--- src/rtl/bs_loader.sv ---
// Sorted-array writer: inserts one value per Start/Done handshake into a
// 32-entry ascending array, one compare-and-shift step per clock.
module bs_loader #(
  parameter int DATA_W = 8,
  parameter int ADDR_W = 5
) (
  input  logic              clk,
  input  logic              Reset,
  input  logic              Start,
  input  logic [DATA_W-1:0] A,
  input  logic [ADDR_W-1:0] rd_addr,
  output logic [DATA_W-1:0] rd_data,
  output logic [ADDR_W:0]   Count,
  output logic              Busy,
  output logic              Done,
  output logic              Overflow
);

  localparam int            DEPTH   = 2 ** ADDR_W;
  localparam logic [ADDR_W:0] FULL_CNT = {1'b1, {ADDR_W{1'b0}}};
  localparam logic [ADDR_W:0] ONE_CNT  = {{ADDR_W{1'b0}}, 1'b1};
  localparam logic [ADDR_W-1:0] ONE_ADDR = {{(ADDR_W-1){1'b0}}, 1'b1};

  typedef enum logic [1:0] {
    S_IDLE  = 2'd0,
    S_SHIFT = 2'd1,
    S_DONE  = 2'd2
  } state_t;

  state_t             state_r;
  state_t             state_s;
  logic [DATA_W-1:0]  mem_r [DEPTH];
  logic [DATA_W-1:0]  a_q_r;
  logic [ADDR_W:0]    pos_r;
  logic [ADDR_W:0]    count_r;
  logic               ovf_r;

  logic [ADDR_W-1:0]  hole_s;
  logic [ADDR_W-1:0]  prev_addr_s;
  logic [DATA_W-1:0]  prev_s;
  logic               full_s;
  logic               shift_s;

  // Strict compare keeps equal values in arrival order.
  assign hole_s      = pos_r[ADDR_W-1:0];
  assign prev_addr_s = hole_s - ONE_ADDR;
  assign prev_s      = mem_r[prev_addr_s];
  assign full_s      = (count_r == FULL_CNT);
  assign shift_s     = (pos_r != {(ADDR_W+1){1'b0}}) && (prev_s > a_q_r);

  assign rd_data  = mem_r[rd_addr];
  assign Count    = count_r;
  assign Busy     = (state_r == S_SHIFT);
  assign Done     = (state_r == S_DONE);
  assign Overflow = ovf_r;

  // Next-state decode for the insertion handshake.
  always_comb begin
    state_s = state_r;
    case (state_r)
      S_IDLE: begin
        if (Start) begin
          if (full_s) begin
            state_s = S_DONE;
          end else begin
            state_s = S_SHIFT;
          end
        end else begin
          state_s = S_IDLE;
        end
      end
      S_SHIFT: begin
        if (shift_s) begin
          state_s = S_SHIFT;
        end else begin
          state_s = S_DONE;
        end
      end
      S_DONE: begin
        if (!Start) begin
          state_s = S_IDLE;
        end else begin
          state_s = S_DONE;
        end
      end
      default: state_s = S_IDLE;
    endcase
  end

  // State, array and bookkeeping registers.
  always_ff @(posedge clk) begin
    if (Reset) begin
      state_r <= S_IDLE;
      a_q_r   <= {DATA_W{1'b0}};
      pos_r   <= {(ADDR_W+1){1'b0}};
      count_r <= {(ADDR_W+1){1'b0}};
      ovf_r   <= 1'b0;
      for (int i = 0; i < DEPTH; i++) begin
        mem_r[i] <= {DATA_W{1'b0}};
      end
    end else begin
      state_r <= state_s;
      case (state_r)
        S_IDLE: begin
          if (Start) begin
            if (full_s) begin
              ovf_r <= 1'b1;
            end else begin
              a_q_r <= A;
              pos_r <= count_r;
            end
          end
        end
        S_SHIFT: begin
          if (shift_s) begin
            mem_r[hole_s] <= prev_s;
            pos_r         <= pos_r - ONE_CNT;
          end else begin
            mem_r[hole_s] <= a_q_r;
            count_r       <= count_r + ONE_CNT;
            ovf_r         <= 1'b0;
          end
        end
        S_DONE: begin
          if (!Start) begin
            ovf_r <= 1'b0;
          end
        end
        default: begin
          ovf_r <= 1'b0;
        end
      endcase
    end
  end

endmodule

--- config.mk ---
export PLATFORM = sky130hd
export DESIGN_NAME = bs_loader
export DESIGN_NICKNAME = d
export VERILOG_FILES = /design/src/rtl/bs_loader.sv
export SDC_FILE = /design/constraint.sdc
export NUM_CORES = 1
export LEC_CHECK = 0
export BUFFER_PORTS_ARGS = -buffer_cell sky130_fd_sc_hd__buf_2
export CAP_MARGIN = 15
export CORE_AREA = 4 4 123 242
export DETAILED_ROUTE_END_ITERATION = 8
export DIE_AREA = 0 0 127 246
export GPL_TIMING_DRIVEN = 1
export PLACE_DENSITY = 0.75
export SYNTH_ARGS = -nofsm -noshare
export SYNTH_HDL_FRONTEND = slang
export SYNTH_SLANG_ARGS = --single-unit
--- constraint.sdc ---
create_clock -name clk -period 5.4 [get_ports clk]
set_input_delay 1.62 -clock clk [delete_from_list [all_inputs] [get_ports clk]]
set_output_delay 1.62 -clock clk [all_outputs]
set_load 0.05 [all_outputs]
## Yosys cells after proc, flatten, opt, wreduce, memory -nomap -nowiden

Memory sizes are Yosys's and may differ from the RTL's.
Index checks and enable logic that the tools add are counted.
W data, S select, Z words.

| word-level totals | value |
|---|---|
| register bits | 23 |
| latch bits | 0 |
| bits in writable memories | 256 |
| memory bits (read-only) | 0 |
| bits of input ports | 16 |
| output and inout port bits | 17 |
| word-level logic and storage cells | 59 |
| memories | 1 |

Memory list:

| memory | depth | bits a word | rd ports | clocked after Yosys merged registers in | wr ports | line | RTL |
|---|---|---|---|---|---|---|---|
| mem_r | 32 | 8 | 2 | 0 | 32 | 32 | `logic [DATA_W-1:0] mem_r [DEPTH];` |

| operators by class | value |
|---|---|
| add/subtract/negate cells | 3 |
| multipliers | 0 |
| divide/modulo/power cells | 0 |
| order comparisons | 1 |
| eq/ne operators | 9 |
| shifts and indexed selects | 0 |
| multiplexer cells | 28 |
| bitwise gates (word level) | 3 |
| reductions and logical operators | 9 |

Operator list:

| kind | number |
|---|---|
| $mux W6 | 3 |
| $mux W8 | 2 |
| $mux W1 | 15 |
| $pmux W6 S2 | 1 |
| $ne A2 B2 Y1 const B | 5 |
| $gt A8 B8 Y1 | 1 |
| $mux W2 | 4 |
| $reduce_and A4 Y1 | 2 |
| $reduce_or A8 Y1 | 1 |
| $add A6 B1 Y6 const B | 1 |
| $eq A6 B6 Y1 const B | 1 |
| $pmux W2 S3 | 1 |
| $reduce_bool A6 Y1 | 1 |
| $sub A6 B1 Y6 const B | 1 |
| $mux W5 | 1 |
| $sub A5 B1 Y5 const B | 1 |
| $pmux W1 S3 | 1 |
| $reduce_and A3 Y1 | 1 |
| $eq A2 B1 Y1 const B | 1 |
| $eq A2 B2 Y1 const B | 1 |
| $logic_not A2 Y1 | 1 |
| $ne A2 B1 Y1 const B | 1 |
| $not A1 Y1 | 2 |
| $reduce_and A2 Y1 | 1 |
| 3 further kinds | 3 |

## Logic depth before layout (Yosys ltp)

Gate-level depths: netlist (run 1).
An unclocked memory read counts as a cell.

| logic depth | value |
|---|---|
| depth in word-level cells | 11 |
| mapped depth | 21 |
| mapped depth without buffers | 14 |

## Least setup slack after synthesis (run 1)

No wires, ideal clock.

| timing path | value |
|---|---|
| path type | input -> output |
| start | in rd_addr[1] |
| end | out rd_data[4] |
| data arrival time | 3.768 ns |
| data required time | 3.780 ns |
| slack | 0.012 ns |
| stages on the path | 5 |
| buffers on the path | 2 |
| cells stage by stage | clkbuf_1 -> clkbuf_1 -> mux4_2 -> mux4_2 -> mux2_2 |

| on the way | value |
|---|---|
| longest elaborated chain between the ends | 1 |

RTL lines:

| what | line | RTL |
|---|---|---|
| from (decl) | 11 | `input logic [ADDR_W-1:0] rd_addr,` |
| $mem_v2 Z32 W8 | -- |  |
| to (decl) | 12 | `output logic [DATA_W-1:0] rd_data,` |

No other way between the ends.

## Worst setup path in the final report (run 1)

| timing path | value |
|---|---|
| start | in rd_addr[1] |
| end | out rd_data[6] |

The elaborated chain is that of the path after synthesis.

==> impl_metrics.csv, run 1 <==
group,metric,value,unit
synth,synthMuxAreaShare,23.15,%
floorplanning,rows,86,
sta,worst_pin_slew,1039,ps
routing,ant_nets,0,
routing,avgViaCountPerCell,7.518,
sta,skew,19.35,ps
sta,grt_setup_unrepaired,"false",
power_and_ir_drop,p_seq_share,39.2,%
sta,tns,0,ps
worst_setup_path,cp_top_family,"multiplexers",
global_route,grt_overflow_total,0,
global_route,grt_pass1_wl,73.17,mm
floorplanning,die_y,246,um
final_layout,nets,1145,
global_route,grt_pass1_vias,10860,
clock_network,cts_buffers,25,
synth,yosysMostFrequentCell,"a21oi_1",
clock_network,cts.htree.levels,1,
floorplanning,ios,33,
worst_setup_path,rrSetupSlack,400,ps
worst_setup_path,worstPathArrival,3720,ps
synth,synth.top_cell.area_share,49.21,%
synth,synth_ff_type,"edfxtp_1",
sta,fin_crit_sh,98.82,%
clock_network,cts_tree,"done",
placed_design,place_hpwl,34.96,mm
synth,synthCells,1123,
worst_hold_path,min-delay-path-class,"flip-flop to flip-flop",
routing,post-route-drc-count,0,
floorplanning,initial_utilization,56.26,%
sta,setup_viol,0,
worst_setup_path,path_cells,"buf_4 > buf_16 > mux4_2 > mux4_2 > mux2_2 > buf_2",
worst_setup_path,crit_path_end,"rd_data[6]",
sta,final_max_slew_viol_count,0,
power_and_ir_drop,leakage,0.005735,uW
worst_setup_path,crit_path_frequent_cell,"mux4_2",
sta,period_needed,5337,ps
worst_setup_path,reg2reg_depth,15,
placed_design,port-buffer-count,32,
clock_network,clk_path_buf_depth,3,
clock_network,cts_sinks,279,
final_layout,area_delta_synth_final,8.042,%
floorplanning,die_area,31240,um^2
run,cap_violations,0,
synth,synthTopCellsByArea,"edfxtp_1, mux4_2, a21oi_1",
synth,syn_nets,1154,
worst_setup_path,startpoint,"rd_addr[1]",
synth,yosysWarningCount,0,
clock_network,clk_latency,550,ps
clock_network,clk_pin_slew_worst_paths,60,ps
power_and_ir_drop,p_total,6482,uW
status,outcome,"finished, final reports clean",
routing,vias,11130,
worst_setup_path,worstSetupPathDepth,6,
global_route,antenna_found_initial,0,
synth,synth_compound_area_share,13.53,%
final_layout,antennaDiodeCount,0,
synth,synth_common_cells,"a21oi_1, edfxtp_1, mux4_2",
power_and_ir_drop,netSwitchingPower,2313,uW
placed_design,gp_congestion,1.090,
worst_setup_path,critPathSlowestCell,"mux4_2",
worst_setup_path,cp.required,3780,ps
worst_setup_path,cp_max_fo,29,
power_and_ir_drop,ir_drop,0.4159,mV
synth,synth-xor-area-share,0.2884,%
power_and_ir_drop,p_comb_share,31.8,%
routing,drt_iter0_markers,1987,
clock_network,root_buffer,"clkbuf_16",
final_layout,drive_gt1_share,28.19,%
clock_network,postCtsResizedCells,0,
sta,holdWs,475.8,ps
floorplanning,die_w,127,um
synth,yosys.cell_types.count,62,
worst_setup_path,path_buf_inv,3,
worst_setup_path,r2r_start,"pos_r[1]$_SDFFE_PP0P_",
sta,fmax,187.4,MHz
sta,max_slew_margin,29.98,%
global_route,track_usage,32.23,%
power_and_ir_drop,p_int,4169,uW
global_route,grt_max_degree,74,
clock_network,cts_setup_buffers,0,
worst_setup_path,crit_type,"input pin to output port",
clock_network,hold_buffers,0,
power_and_ir_drop,power_density,384.1,nW/um^2
routing,totalWireLength,49.94,mm
synth,synth.avg_cell_area,13.91,um^2
synth,ys_seq_elements,279,
routing,drtPass1Iterations,5,
final_layout,fill_cells,2117,
power_and_ir_drop,switching_share,35.68,%
synth,syn-cell-area,15620,um^2
worst_setup_path,r2r_end,"mem_r[10][1]$_SDFFCE_PN0P_",
synth,synth_simple_gate_area_share,5.006,%
worst_setup_path,worstSetupEndpointType,"output port",
synth,synth_top_family_by_area,"multiplexers",
routing,post_drt_wl_per_cell,33.74,um
synth,ys_seq_area_share,52.16,%
power_and_ir_drop,power_frac_clock,29.0,%
synth,async_flop_share,0,%
worst_setup_path,critPathMaxStageDelay,560,ps
synth,yosysTopAreaCell,"edfxtp_1",
sta,hold_viol,0,
synth,synthAdderAreaFrac,1.202,%
worst_setup_path,critPathLaunchType,"input pin",
synth,synth_edf_count,256,
worst_hold_path,min_from,"a_q_r[1]$_SDFFE_PP0P_",
floorplanning,coreArea,27760,um^2
cells in the final DEF, fill, tap and decap left out, types with 6 or more instances in the layout:
| master | instances |
|---|---|
| ha_1 | 14 |
| mux2_2 | 25 |
| buf_2 | 31 |
| edfxtp_1 | 256 |
| o21ai_0 | 8 |
| a21boi_1 | 8 |
| dfxtp_1 | 22 |
| mux2i_1 | 8 |
| mux4_2 | 144 |
| a21boi_0 | 16 |
| o21ai_2 | 8 |
| buf_12 | 7 |
| a21oi_1 | 270 |
| and2_1 | 9 |
| nand2_1 | 80 |
| nor2_1 | 20 |
| nand3_1 | 17 |
| nor2b_1 | 6 |
| buf_4 | 41 |
| a221oi_1 | 8 |
| inv_1 | 16 |
| clkbuf_16 | 25 |
cell type report:
cell class                      count  area, um^2  area share (%)
Clock inverter                     14       210.2           1.246
Multi-Input combinational cell    712        6750           40.00
Timing Repair Buffer               80       630.6           3.737
Inverter                           16       60.06          0.3559
Tap cell                          352       440.4           2.610
Clock buffer                       27       633.1           3.751
Sequential cell                   279        8152           48.30
power by group through the flow:
stage	clock (uW)	sequential [uW]	combinational, uW
after global placement	0	2580	1970
after floorplan	0	2530	1470
final	1880	2540	2060
after global routing	1980	2540	2130
after CTS	1890	2530	2010
after detailed placement	0	2580	2000
worst min path at each step:
stage,to,slack (ps),cells after the start
after detailed placement,a_q_r[4]$_SDFFE_PP0P_,470,2
after floorplan,a_q_r[1]$_SDFFE_PP0P_,450,2
final,a_q_r[1]$_SDFFE_PP0P_,480,2
after CTS,a_q_r[4]$_SDFFE_PP0P_,480,2
after global placement,a_q_r[1]$_SDFFE_PP0P_,470,2
after global routing,a_q_r[4]$_SDFFE_PP0P_,500,2
through the flow:
stage	instance area, um^2	worst slack [ps]	utilization, %	cells
final	16880	63.49	60.79	1480
after global routing	16880	4.874	60.79	1480
after CTS	16870	58.18	60.76	1480
after detailed placement	16030	62.36	57.72	1439
after global placement	16020	63.48	57.70	1438
after floorplan	15620	11.55	-	1123
state kept, by name, indices dropped and copies added, names as in the netlist:
name / cells
mem_r: 256
a_q_r: 8
Count: 6
pos_r: 6
state_r: 2
Overflow: 1
metal layers:
| layer | share of wire (%) | routed length [um] | up-vias | global-route usage [%] |
|---|---|---|---|---|
| li1 | - | - | 4467 | - |
| met1 | 30 | 14920 | 5435 | 36.88 |
| met2 | 51 | 25400 | 986 | 55.74 |
| met3 | 10 | 5114 | 239 | 4.470 |
| met4 | 9.0 | 4495 | 0 | 21.54 |
| met5 | 0 | 0 | - | 0 |
worst register-to-register path, cell delays in order (launching register included):
cell and delay, ps:
dfxtp_1 510, inv_1 150, ha_1 400, nor3b_1 230, o21ai_1 510, a21oi_1 180
a2111oi_2 690, ha_1 380, nand2_1 70, nor2_1 40, a211oi_1 250, buf_4 190
a21bo_1 480, nand3_1 140, buf_4 330, a21boi_0 290
cells by family after synthesis:
group                      after synthesis
adders and majority gates               15
and+or+nand+nor                        163
xor gates and xnor gates                 3
muxes                                  178
AOI/OAI and AO/OA                      353
buffers and inverters                  132
DFF                                    279
Power figures use the tool's default switching activity.
==> run 2: changes to the inputs <==
CELL_PAD_IN_SITES_DETAIL_PLACEMENT = 1   (was not set)
CELL_PAD_IN_SITES_GLOBAL_PLACEMENT = 1   (was not set)
CORE_AREA = 4 4 133 263   (was 4 4 123 242)
DIE_AREA = 0 0 137 267   (was 0 0 127 246)
GPL_TIMING_DRIVEN = 0   (was 1)
PLACE_DENSITY = not set   (was 0.75)
PLACE_DENSITY_LB_ADDON = 0.1   (was not set)
SETUP_SLACK_MARGIN = 0.3   (was not set)
==> impl_metrics.csv, run 2 (synthesis gave the netlist of run 1 again) <==
group,metric,value,unit
status,outcome,"finished, final reports clean",
routing,post-route-drc-count,0,
final_layout,instances_no_fill,1657,
power_and_ir_drop,ir_drop,0.3037,mV
floorplanning,ios,33,
routing,totalWireLength,61.98,mm
routing,post_drt_wl_per_cell,37.40,um
routing,vias,11590,
global_route,grt_max_degree,19,
final_layout,postLayoutCoreUtil,55.27,%
power_and_ir_drop,p_total,7213,uW
worst_setup_path,cp.required,3780,ps
clock_network,cts_tree,"done",
global_route,grt_pass1_vias,11860,
global_route,antenna_found_initial,3,
sta,tns,0,ps
sta,hold_viol,0,
floorplanning,coreArea,32930,um^2
floorplanning,die_w,137,um
floorplanning,die_y,267,um
clock_network,cts_buffers,26,
final_layout,max_flop_register,"mem_r",
final_layout,seq_area,8148,um^2
final_layout,largest_reg_flops,256,
sta,setup_viol,0,
routing,ant_nets,0,
final_layout,final_cell_mix,"a21oi_1, edfxtp_1, mux4_2, nand2_1",
global_route,grt_pass1_wl,87.08,mm
placed_design,gp_congestion,0.9636,
clock_network,hold_buffers,0,
clock_network,clk_pin_slew_worst_paths,70,ps
worst_hold_path,min-delay-path-class,"flip-flop to flip-flop",
final_layout,mostFrequentLayoutCell,"a21oi_1",
worst_setup_path,worstSetupEndpointType,"output port",
clock_network,cts.htree.levels,1,
placed_design,port-buffer-count,26,
sta,worst_pin_slew,1254,ps
clock_network,cts_sinks,279,
final_layout,nets,1233,
worst_setup_path,critPathLaunchType,"input pin",
routing,drtPass1Iterations,5,
power_and_ir_drop,power_density,396.2,nW/um^2
clock_network,clk_path_buf_depth,3,
clock_network,clk_latency,580,ps
final_layout,multi_input_area,7064,um^2
sta,final_max_slew_viol_count,0,
floorplanning,die_area,36580,um^2
run,cap_violations,0,
final_layout,fill_cells,3233,
routing,avgViaCountPerCell,6.995,
final_layout,design_area,18200,um^2
final_layout,drive_gt1_share,34.21,%
worst_setup_path,worstPathArrival,3660,ps
placed_design,placed_cell_area,16310,um^2
sta,fmax,189.5,MHz
sta,period_needed,5276,ps
final_layout,area_delta_synth_final,16.53,%
clock_network,root_buffer,"clkbuf_16",
placed_design,placed_cells,1581,
final_layout,reg_top3,"mem_r (256), a_q_r (8)",
sta,skew,12.47,ps
global_route,track_usage,34.35,%
routing,drt_iter0_markers,1156,
sta,grt_setup_unrepaired,"true",
worst_setup_path,cp_max_fo,6,
worst_setup_path,crit_type,"input pin to output port",
power_and_ir_drop,leakage,0.006227,uW
global_route,grt_overflow_total,0,
floorplanning,rows,94,
sta,fin_crit_sh,97.71,%
placed_design,place_hpwl,45.48,mm
floorplanning,initial_utilization,47.43,%
sta,max_slew_margin,16.09,%
[run 2: where the power goes]
| part | internal [uW] | switching, uW |
|---|---|---|
| clock network | 1050 | 922 |
| registers | 2440 | 60.3 |
| logic | 966 | 1780 |
| total | 4450 | 2760 |
[run 2: final timing paths]
check	start	to	slack, ps	cells past startpoint
setup reg to reg	pos_r[0]$_SDFFE_PP0P_	mem_r[8][6]$_SDFFCE_PN0P_	350	18
setup / recovery	rd_addr[1]	rd_data[2]	120	7
hold / removal	a_q_r[5]$_SDFFE_PP0P_	a_q_r[5]$_SDFFE_PP0P_	490	2
hold reg to reg	a_q_r[5]$_SDFFE_PP0P_	a_q_r[5]$_SDFFE_PP0P_	490	2
[run 2: stage by stage]
stage / setup slack (ps) / hold WS [ps]
6_report: 123.6 / 493.3
5_1_grt: 120.0 / 534.7
3_3_place_gp: -1044 / 465.5
4_1_cts: 186.7 / 490.4
3_5_place_dp: -1071 / 469.7
2_1_floorplan: 303.4 / 449.6
[run 2: area by class of cell]
cell class,count,area share (%)
sequential,279,44.76
multi-input combinational,712,38.81
buffer,116,5.774
clock buffer,27,3.595
tap,432,2.969
timing repair buffer,51,2.495
clock inverter,21,1.224
inverter,16,0.3299
antenna,3,0.04124
[run 2: metal layers]
layer,track usage (%),vias to the layer above,routed length (um)
met3,5.828,237,4081
met5,0,-,0
met1,36.77,6011,19730
met4,29.64,0,6868
met2,57.54,668,31300
li1,-,4675,-
[run 2: repair_timing]
action,in CTS,in global routing
setup buffers,9,10
setup endpoints to repair,279,256
resized for setup,150,35
cloned,3,0
pin swaps,2,8
[run 2: worst max-delay path, cell delays in order]
cell,delay [ps]
clkbuf_16,150
buf_12,110
buf_16,120
mux4_2,570
mux4_2,600
mux2_2,310
buf_6,150
